==> src/rtl/alarm_pkg.sv <==
// alarm_pkg: shared STATE/FIELD encodings, key indices and default timing for the alarm clock.
package alarm_pkg;

    typedef enum logic [2:0] {
        ST_CLOCK     = 3'd0,
        ST_SET_TIME  = 3'd1,
        ST_SET_ALARM = 3'd2,
        ST_RINGING   = 3'd3,
        ST_SNOOZE    = 3'd4
    } state_e;

    typedef enum logic [1:0] {
        FLD_NONE = 2'd0,
        FLD_HOUR = 2'd1,
        FLD_MIN  = 2'd2,
        FLD_SEC  = 2'd3
    } field_e;

    localparam int DEB_CYCLES_DEF   = 20000;
    localparam int RING_TIMEOUT_DEF = 60;
    localparam int SNOOZE_SEC_DEF   = 300;
    localparam int IDLE_TIMEOUT_DEF = 30;

    localparam int K_MODE  = 0;
    localparam int K_UP    = 1;
    localparam int K_DOWN  = 2;
    localparam int K_SHIFT = 3;
    localparam int K_OK    = 4;

    function automatic field_e next_field(input field_e f);
        return (f == FLD_SEC) ? FLD_HOUR : field_e'(f + 2'd1);
    endfunction

endpackage

==> src/rtl/key_debounce.sv <==
// key_debounce: 2-FF synchronizer, stability counter and one-cycle pulse on the debounced rising edge.
module key_debounce #(
    parameter int DEB_CYCLES = 20000
) (
    input  logic clk_i,
    input  logic rst_ni,
    input  logic key_i,
    output logic rise_o
);

    localparam int CW = $clog2(DEB_CYCLES + 1);
    localparam logic [CW-1:0] LAST = CW'(DEB_CYCLES - 1);

    logic [1:0]    sync_q;
    logic          level_q;
    logic          rise_q;
    logic [CW-1:0] cnt_q;

    always_ff @(posedge clk_i or negedge rst_ni) begin
        if (!rst_ni) begin
            sync_q  <= '0;
            level_q <= 1'b0;
            rise_q  <= 1'b0;
            cnt_q   <= '0;
        end else begin
            sync_q <= {sync_q[0], key_i};
            rise_q <= 1'b0;
            if (sync_q[1] == level_q) begin
                cnt_q <= '0;
            end else if (cnt_q == LAST) begin
                // DEB_CYCLES-th consecutive differing sample: commit the new level
                level_q <= sync_q[1];
                rise_q  <= sync_q[1];
                cnt_q   <= '0;
            end else begin
                cnt_q <= cnt_q + CW'(1);
            end
        end
    end

    assign rise_o = rise_q;

endmodule

==> src/rtl/alarm_mode_ctrl.sv <==
// alarm_mode_ctrl: user-mode FSM for the alarm clock; conditions keys, gates edit strobes, runs the ring lifecycle.
module alarm_mode_ctrl
    import alarm_pkg::*;
#(
    parameter int DEB_CYCLES   = DEB_CYCLES_DEF,
    parameter int RING_TIMEOUT = RING_TIMEOUT_DEF,
    parameter int SNOOZE_SEC   = SNOOZE_SEC_DEF,
    parameter int IDLE_TIMEOUT = IDLE_TIMEOUT_DEF
) (
    input  logic       clk_i,
    input  logic       rst_ni,
    input  logic       key_mode_i,
    input  logic       key_up_i,
    input  logic       key_down_i,
    input  logic       key_shift_i,
    input  logic       key_ok_i,
    input  logic       sec_tick_i,
    input  logic       alarm_hit_i,
    output logic [2:0] state_o,
    output logic [1:0] field_o,
    output logic       up_p_o,
    output logic       down_p_o,
    output logic       save_p_o,
    output logic       ring_o
);

    localparam int MAXV = (RING_TIMEOUT > SNOOZE_SEC)
        ? ((RING_TIMEOUT > IDLE_TIMEOUT) ? RING_TIMEOUT : IDLE_TIMEOUT)
        : ((SNOOZE_SEC > IDLE_TIMEOUT) ? SNOOZE_SEC : IDLE_TIMEOUT);
    localparam int CW = $clog2(MAXV + 1);
    localparam logic [CW-1:0] CNT_MAX   = CW'(MAXV);
    localparam logic [CW-1:0] RING_LAST = CW'(RING_TIMEOUT - 1);
    localparam logic [CW-1:0] SNZ_LAST  = CW'(SNOOZE_SEC - 1);
    localparam logic [CW-1:0] IDLE_LAST = CW'(IDLE_TIMEOUT - 1);

    logic [4:0] raw, evt;
    assign raw = {key_ok_i, key_shift_i, key_down_i, key_up_i, key_mode_i};

    genvar k;
    for (k = 0; k < 5; k++) begin : g_key
        key_debounce #(.DEB_CYCLES(DEB_CYCLES)) u_deb (
            .clk_i  (clk_i),
            .rst_ni (rst_ni),
            .key_i  (raw[k]),
            .rise_o (evt[k])
        );
    end

    state_e        state_q, state_d;
    field_e        field_q, field_d;
    logic          up_q, up_d, dn_q, dn_d, save_q, save_d, hit_q, hit_rise;
    logic [CW-1:0] cnt_q, cnt_d, cnt_inc;

    always_comb begin
        cnt_inc  = (cnt_q == CNT_MAX) ? cnt_q : cnt_q + CW'(1);
        hit_rise = alarm_hit_i & ~hit_q;
        state_d  = state_q;
        field_d  = field_q;
        up_d     = 1'b0;
        dn_d     = 1'b0;
        save_d   = 1'b0;
        cnt_d    = sec_tick_i ? cnt_inc : cnt_q;
        case (state_q)
            ST_CLOCK: begin
                field_d = FLD_NONE;
                if (hit_rise) begin
                    state_d = ST_RINGING;
                end else if (evt[K_MODE]) begin
                    state_d = ST_SET_TIME;
                    field_d = FLD_HOUR;
                end
            end
            ST_SET_TIME, ST_SET_ALARM: begin
                if (|evt) cnt_d = '0;
                // SAVE_P is shown while still in the SET state, then the FSM leaves
                if (save_q) begin
                    state_d = ST_CLOCK;
                    field_d = FLD_NONE;
                end else if (evt[K_OK]) begin
                    save_d = 1'b1;
                end else if (evt[K_MODE]) begin
                    state_d = (state_q == ST_SET_TIME) ? ST_SET_ALARM : ST_CLOCK;
                    field_d = (state_q == ST_SET_TIME) ? FLD_HOUR : FLD_NONE;
                end else if (|evt) begin
                    field_d = evt[K_SHIFT] ? next_field(field_q) : field_q;
                    up_d    = evt[K_UP] & ~evt[K_DOWN];
                    dn_d    = evt[K_DOWN] & ~evt[K_UP];
                end else if (sec_tick_i && cnt_q == IDLE_LAST) begin
                    state_d = ST_CLOCK;
                    field_d = FLD_NONE;
                end
            end
            ST_RINGING: begin
                field_d = FLD_NONE;
                if (evt[K_OK]) state_d = ST_CLOCK;
                else if (evt[K_UP] | evt[K_DOWN] | evt[K_SHIFT]) state_d = ST_SNOOZE;
                else if (sec_tick_i && cnt_q == RING_LAST) state_d = ST_CLOCK;
            end
            ST_SNOOZE: begin
                field_d = FLD_NONE;
                if (evt[K_OK]) state_d = ST_CLOCK;
                else if (sec_tick_i && cnt_q == SNZ_LAST) state_d = ST_RINGING;
            end
            default: begin
                state_d = ST_CLOCK;
                field_d = FLD_NONE;
            end
        endcase
        if (state_d != state_q) cnt_d = '0;
    end

    always_ff @(posedge clk_i or negedge rst_ni) begin
        if (!rst_ni) begin
            state_q <= ST_CLOCK;
            field_q <= FLD_NONE;
            up_q    <= 1'b0;
            dn_q    <= 1'b0;
            save_q  <= 1'b0;
            hit_q   <= 1'b0;
            cnt_q   <= '0;
        end else begin
            state_q <= state_d;
            field_q <= field_d;
            up_q    <= up_d;
            dn_q    <= dn_d;
            save_q  <= save_d;
            hit_q   <= alarm_hit_i;
            cnt_q   <= cnt_d;
        end
    end

    assign state_o  = state_q;
    assign field_o  = field_q;
    assign up_p_o   = up_q;
    assign down_p_o = dn_q;
    assign save_p_o = save_q;
    assign ring_o   = (state_q == ST_RINGING);

endmodule

==> config.mk <==
export PLATFORM = sky130hd
export DESIGN_NAME = alarm_mode_ctrl
export DESIGN_NICKNAME = d
export VERILOG_FILES = /design/src/rtl/alarm_pkg.sv /design/src/rtl/key_debounce.sv /design/src/rtl/alarm_mode_ctrl.sv
export SDC_FILE = /design/constraint.sdc
export NUM_CORES = 1
export LEC_CHECK = 0
export BUFFER_PORTS_ARGS = -buffer_cell sky130_fd_sc_hd__buf_2
export CELL_PAD_IN_SITES_DETAIL_PLACEMENT = 1
export CELL_PAD_IN_SITES_GLOBAL_PLACEMENT = 2
export CORE_ASPECT_RATIO = 1.4
export CORE_UTILIZATION = 42
export DETAILED_ROUTE_END_ITERATION = 6
export PLACE_DENSITY = 0.81
export SYNTH_ARGS = -nofsm -noshare
export SYNTH_HDL_FRONTEND = slang
export SYNTH_HIERARCHICAL = 1
export SYNTH_SLANG_ARGS = --single-unit
==> constraint.sdc <==
create_clock -name clk_i -period 2.5 [get_ports clk_i]
set_clock_uncertainty 0.2 [all_clocks]
set_input_delay 0.375 -clock clk_i [delete_from_list [all_inputs] [get_ports clk_i]]
set_output_delay 0.375 -clock clk_i [all_outputs]
set_load 0.02 [all_outputs]
-- After elaboration in Yosys (flattened, before gate mapping)
Cells that the tools add are included.
- add/sub/neg operators: 7
- eq/ne operators: 23
- multiplexer cells: 63
- bitwise operators: 13
- reductions and logical operators: 12
- operators with widths (cell ; number):
    $mux W15 ; 10
    $add A15 B1 Y15 const B ; 5
    $eq A15 B15 Y1 const B ; 5
    $mux W9 ; 5
    $mux W3 ; 12
    $mux W1 ; 26
    $eq A9 B9 Y1 const B ; 2
    $mux W2 ; 8
    $pmux W3 S4 ; 1
    $reduce_and A2 Y1 ; 5
    $add A9 B1 Y9 const B ; 1
    $eq A9 B5 Y1 const B ; 1
    $eq A9 B6 Y1 const B ; 1
    $not A1 Y1 ; 8
    $eq A3 B2 Y1 const B ; 2
    $eq A1 B1 Y1 ; 5
    $ne A5 B3 Y1 const B ; 1
    $ne A5 B4 Y1 const B ; 1
    $reduce_or A5 Y1 ; 1
    $pmux W2 S2 ; 1
    $and A1 B1 Y1 ; 3
    $eq A3 B1 Y1 const B ; 1
    $eq A3 B3 Y1 const B ; 1
    $logic_and A1 B1 Y1 ; 3
    other kinds (8) ; 9
- register bits after elaboration: 113
- input port bits: 9
- logic and storage cells: 145

-- Depth between registers and ports, before layout
- word-level depth: 10
- mapped depth: 7

-- Hierarchy
The synthesis kept the hierarchy.
- modules (own cells, without submodules) (module ; instances ; cells an instance ; area each (sq um) ; seq. area each (sq um)):
    key_debounce ; 5 ; 79 ; 905.9 ; 475.5
    alarm_mode_ctrl ; 1 ; 122 ; 1164.9 ; 450.4

-- Least setup slack after synthesis
Ideal clock, no wire load.
- path kind: register to register
- start: reg state_q[0], in the netlist state_o[0]
- end: reg cnt_q[0] (netlist name)
- library setup time: 0.141 ns
- arrival time: 1.968 ns
- data required time: 2.159 ns
- slack: 0.192 ns
- cell stages (with the launch flop): 7
- period minus slack after synthesis: 2.308 ns
- cell sequence: dfrtp_1 -> buf_6 -> or2_2 -> or2_2 -> or4_4 -> o211ai_2 -> nor3_1
- RTL lines (what ; RTL line ; text):
    from (decl) ; alarm_mode_ctrl.sv:49 ; state_e state_q, state_d;
    from (signal assigned) ; alarm_mode_ctrl.sv:122 ; state_q <= state_d;

==> results by stage <==
Drt:
- The total routed wirelength is 11680 um.
- In this run, the number of DRC markers left after iteration 0 of detailed routing was 94.
- The total vias in the final route is 3938.
- Using the TritonRoute via totals, the vias-per-cell ratio works out to 5.265.
- The post-detailed-route count of antenna-violating nets is 0.
- The pre-antenna-repair detailed-routing pass consisted of 4 iterations.
- The number of remaining DRC errors is 0.
- After detailed routing, the average wire length per cell comes to 15.61 um.

Final layout:
- In the layout the commonest cells are 113 x dfrtp_1, 75 x nor2_1, 41 x xor2_1.
- In the final layout, the share of cells above drive strength 1 is 21.02%.
- The share of the core filled with cells in the final layout is 49.53%.
- The synthesis-to-layout area growth is 15.91%.
- For this run, the post-layout net count is 571.
- The most common cell after layout, fill and taps aside is dfrtp_1.
- The number of inserted diodes is 0.

Floorplan:
- The core region is 13330 um^2.
- The top-level I/O count is 18.
- The floorplan has 50 rows.
- The width of the chip is 100.4 um.
- The floorplan die area is 14030 um^2.
- For this configuration, the core starts out at a cell density of 42.73%.
- The die is 139.8 um tall.

Worst setup path:
- The delay of the slowest cell on the worst path is 0.56 ns.
- The endpoint type of the worst setup path is a register.
- STA classifies the critical path startpoint as a register.
- The slowest library cell on the worst path is or4_4.
- The critical path goes through or4_4 > o311ai_0 > nand3_1 > o211ai_2 > nor3_1.
- The category of the most critical setup path is reg2reg.
- The data required time of the worst path is 2.56 ns.
- For the worst setup path, the data arrival time is 2.41 ns.
- Along the worst path, the maximum fanout reaches 9.

Logic synthesis:
- Synthesis handed over a netlist of 517 instances.
- Summing the sequential cell areas from Yosys gives 49.66% of the chip area.
- The most common flop cell mapped by yosys is dfrtp_1.
- When the netlist entered floorplanning its net count stood at 535.
- In this run, synthesis produced a sequential element count of 113.
- The share of async-settable or async-resettable flops after synthesis is 100.0%.
- The count of flip-flops with a built-in enable after synthesis is 0.
- The count of distinct cell types in the synthesized netlist is 49.
- The mean instance size in the synthesized netlist is 11.01 um^2.
- The mapped netlist covers 5694 um^2.
- For this run, the number of Yosys warnings is 6.

Placed design:
- The routability congestion estimate from global placement is 0.7825.
- The count of input and output buffers is 17.
- Summed over all nets, the half-perimeter wirelength after detailed placement is 8071 um.

Clock network:
- The clock passes through at most 2 buffers.
- The clock drives 113 sinks.
- For the worst-skew pair, the clock arrives at the later sink with an insertion delay of 0.40 ns.
- The total number of H-tree levels is 4.
- The cell chosen for the clock root is clkbuf_16.
- The CTS tree is built.
- The total clock buffers created by CTS is 17.
- The clock input transition at the sequential cells of the worst setup and hold paths is 0.05 ns.

Timing:
- The number of slew-limit violations in the final report came to 0.
- In this run the tightest slew margin relative to its limit is 64.92%.
- The worst path uses 93.99% of the clock period.
- The fmax is 425.6 MHz.
- The final hold violation count came to 0.
- The worst path in the final design needs a cycle of 2.350 ns, including I/O delays and setup.
- The post-route setup TNS is 0 ns.
- Setup repair after global routing left no endpoint under its margin.
- Setup violations remaining at the end of the flow were counted as 0.
- At the pin with the least slew margin, the transition time is 0.5246 ns.

Global route:
- The number of antenna violations at the first check in global routing was 0.
- After global routing the overflow that remains totals 0.
- Entering global routing, the biggest net connects 37 pins.
- The combined global-route utilization of all metal layers is 18.35%.
- The first global-routing pass estimated 20220 um of wire.
- The number of global-route vias before repair is 4298.

Power:
- The highest ir drop seen on vdd is 0.4036 mV.
- The analysis attributes to cell leakage a power of 2.881 nW.
- The areal power density over the cells is 693.9 nW/um^2.

Job:
- The max-cap check violation count is 0.

Worst hold path:
- The path class of the tightest hold or removal check is reg2reg.

Outcome:
- The run finished with clean final reports.
layout make-up:
type | instances | area (um^2)
timing repair buffer | 35 | 252.7
tap | 182 | 227.7
inverter | 5 | 18.77
multi-input combinational | 381 | 2733
clock buffer | 21 | 450.4
sequential | 113 | 2828
fill | 1442 | 6725
clock inverter | 11 | 90.09
path summary, 6_finish.rpt:
kind                                           from                  endpoint  slack [ns]  depth (start not counted)
min in group asynchronous                    rst_ni   g_key[1].u_deb/cnt_q[6]        0.27                          2
setup reg to reg              g_key[1].u_deb/rise_o                  cnt_q[1]        0.15                          5
setup / recovery              g_key[1].u_deb/rise_o                  cnt_q[1]        0.15                          5
max in group asynchronous                    rst_ni  g_key[1].u_deb/sync_q[1]        1.18                          3
hold reg to reg            g_key[3].u_deb/sync_q[0]  g_key[3].u_deb/sync_q[1]        0.14                          0
hold / removal             g_key[3].u_deb/sync_q[0]  g_key[3].u_deb/sync_q[1]        0.14                          0
cell families after synthesis:
family                     Yosys count  share of synthesized area, %
adders and majority gates            9                         1.978
and+or+nand+nor                    271                         29.58
buffers and inverters               24                         2.966
xor gates and xnor gates            78                         12.00
muxes                               10                         2.329
AOI/OAI and AO/OA                   12                         1.494
DFF                                113                         49.66
repair_timing:
item | in CTS | in global routing
setup endpoints to repair | 1 | 4
gates cloned | 0 | 1
hold buffers | 7 | 0
resized for setup | 1 | 5
hold endpoints to repair | 37 | 0
setup buffers | 0 | 3
pin swaps | 0 | 2
where the power goes:
part / switching (mW) / leakage (nW) / internal [mW]
combinational: 0.217 / 1.10 / 0.162
sequential: 0.0924 / 1.52 / 1.92
clock: 0.815 / 0.258 / 1.38
total: 1.12 / 2.88 / 3.46
critical path, delay by kind of cell (launching register included):
family | cells | cell delay (ns)
flip-flops | 1 | 0.42
AO/OA/AOI/OAI | 2 | 0.74
AND/OR/NAND/NOR | 3 | 0.85
routing by layer:
layer / GRT usage (%) / share of wire [%] / wire [um]
met5: 0 / 0 / 0
met3: 4.319 / 2.0 / 237
met2: 32.08 / 54 / 6265
met4: 7.170 / 1.3 / 153
met1: 21.47 / 43 / 5023
per-stage QoR:
step | hold slack [ns] | cells | instance area (um^2) | total power [mW] | setup WS [ns]
floorplan | -0.1206 | 517 | 5694 | 2.249 | 0.1916
global placement | 0.1341 | 705 | 5932 | 2.351 | 0.09395
detailed placement | 0.1363 | 705 | 5932 | 2.384 | 0.02043
CTS | 0.1483 | 744 | 6546 | 4.620 | 0.04761
global route | 0.1504 | 748 | 6600 | 4.780 | 0.04738
finish | 0.1447 | 748 | 6600 | 4.580 | 0.1504
synthesized netlist by cell type, types with 8 or more instances:
| cell | number | area (um^2) |
|---|---|---|
| dfrtp_1 | 113 | 2828 |
| nor2_1 | 76 | 285.3 |
| xor2_1 | 41 | 359.1 |
| xnor2_1 | 37 | 324.1 |
| nand2_1 | 28 | 105.1 |
| nor3_1 | 25 | 125.1 |
| nand4_1 | 21 | 131.4 |
| nand3_1 | 18 | 90.09 |
| and4_1 | 16 | 140.1 |
| nor4_2 | 15 | 187.7 |
| and2_1 | 12 | 75.07 |
| nand4_2 | 10 | 125.1 |
| ha_1 | 9 | 112.6 |
| and3_1 | 8 | 50.05 |
flip-flops by register name, summed over array words and instances (netlist names), 2 cells and up:
| name | count |
|---|---|
| state_o | 3 |
| g_key.u_deb/rise_o | 5 |
| g_key.u_deb/sync_q | 10 |
| g_key.u_deb/level_q | 5 |
| g_key.u_deb/cnt_q | 75 |
| cnt_q | 9 |
| field_o | 2 |
No activity file was read; power rests on OpenSTA's default activity.
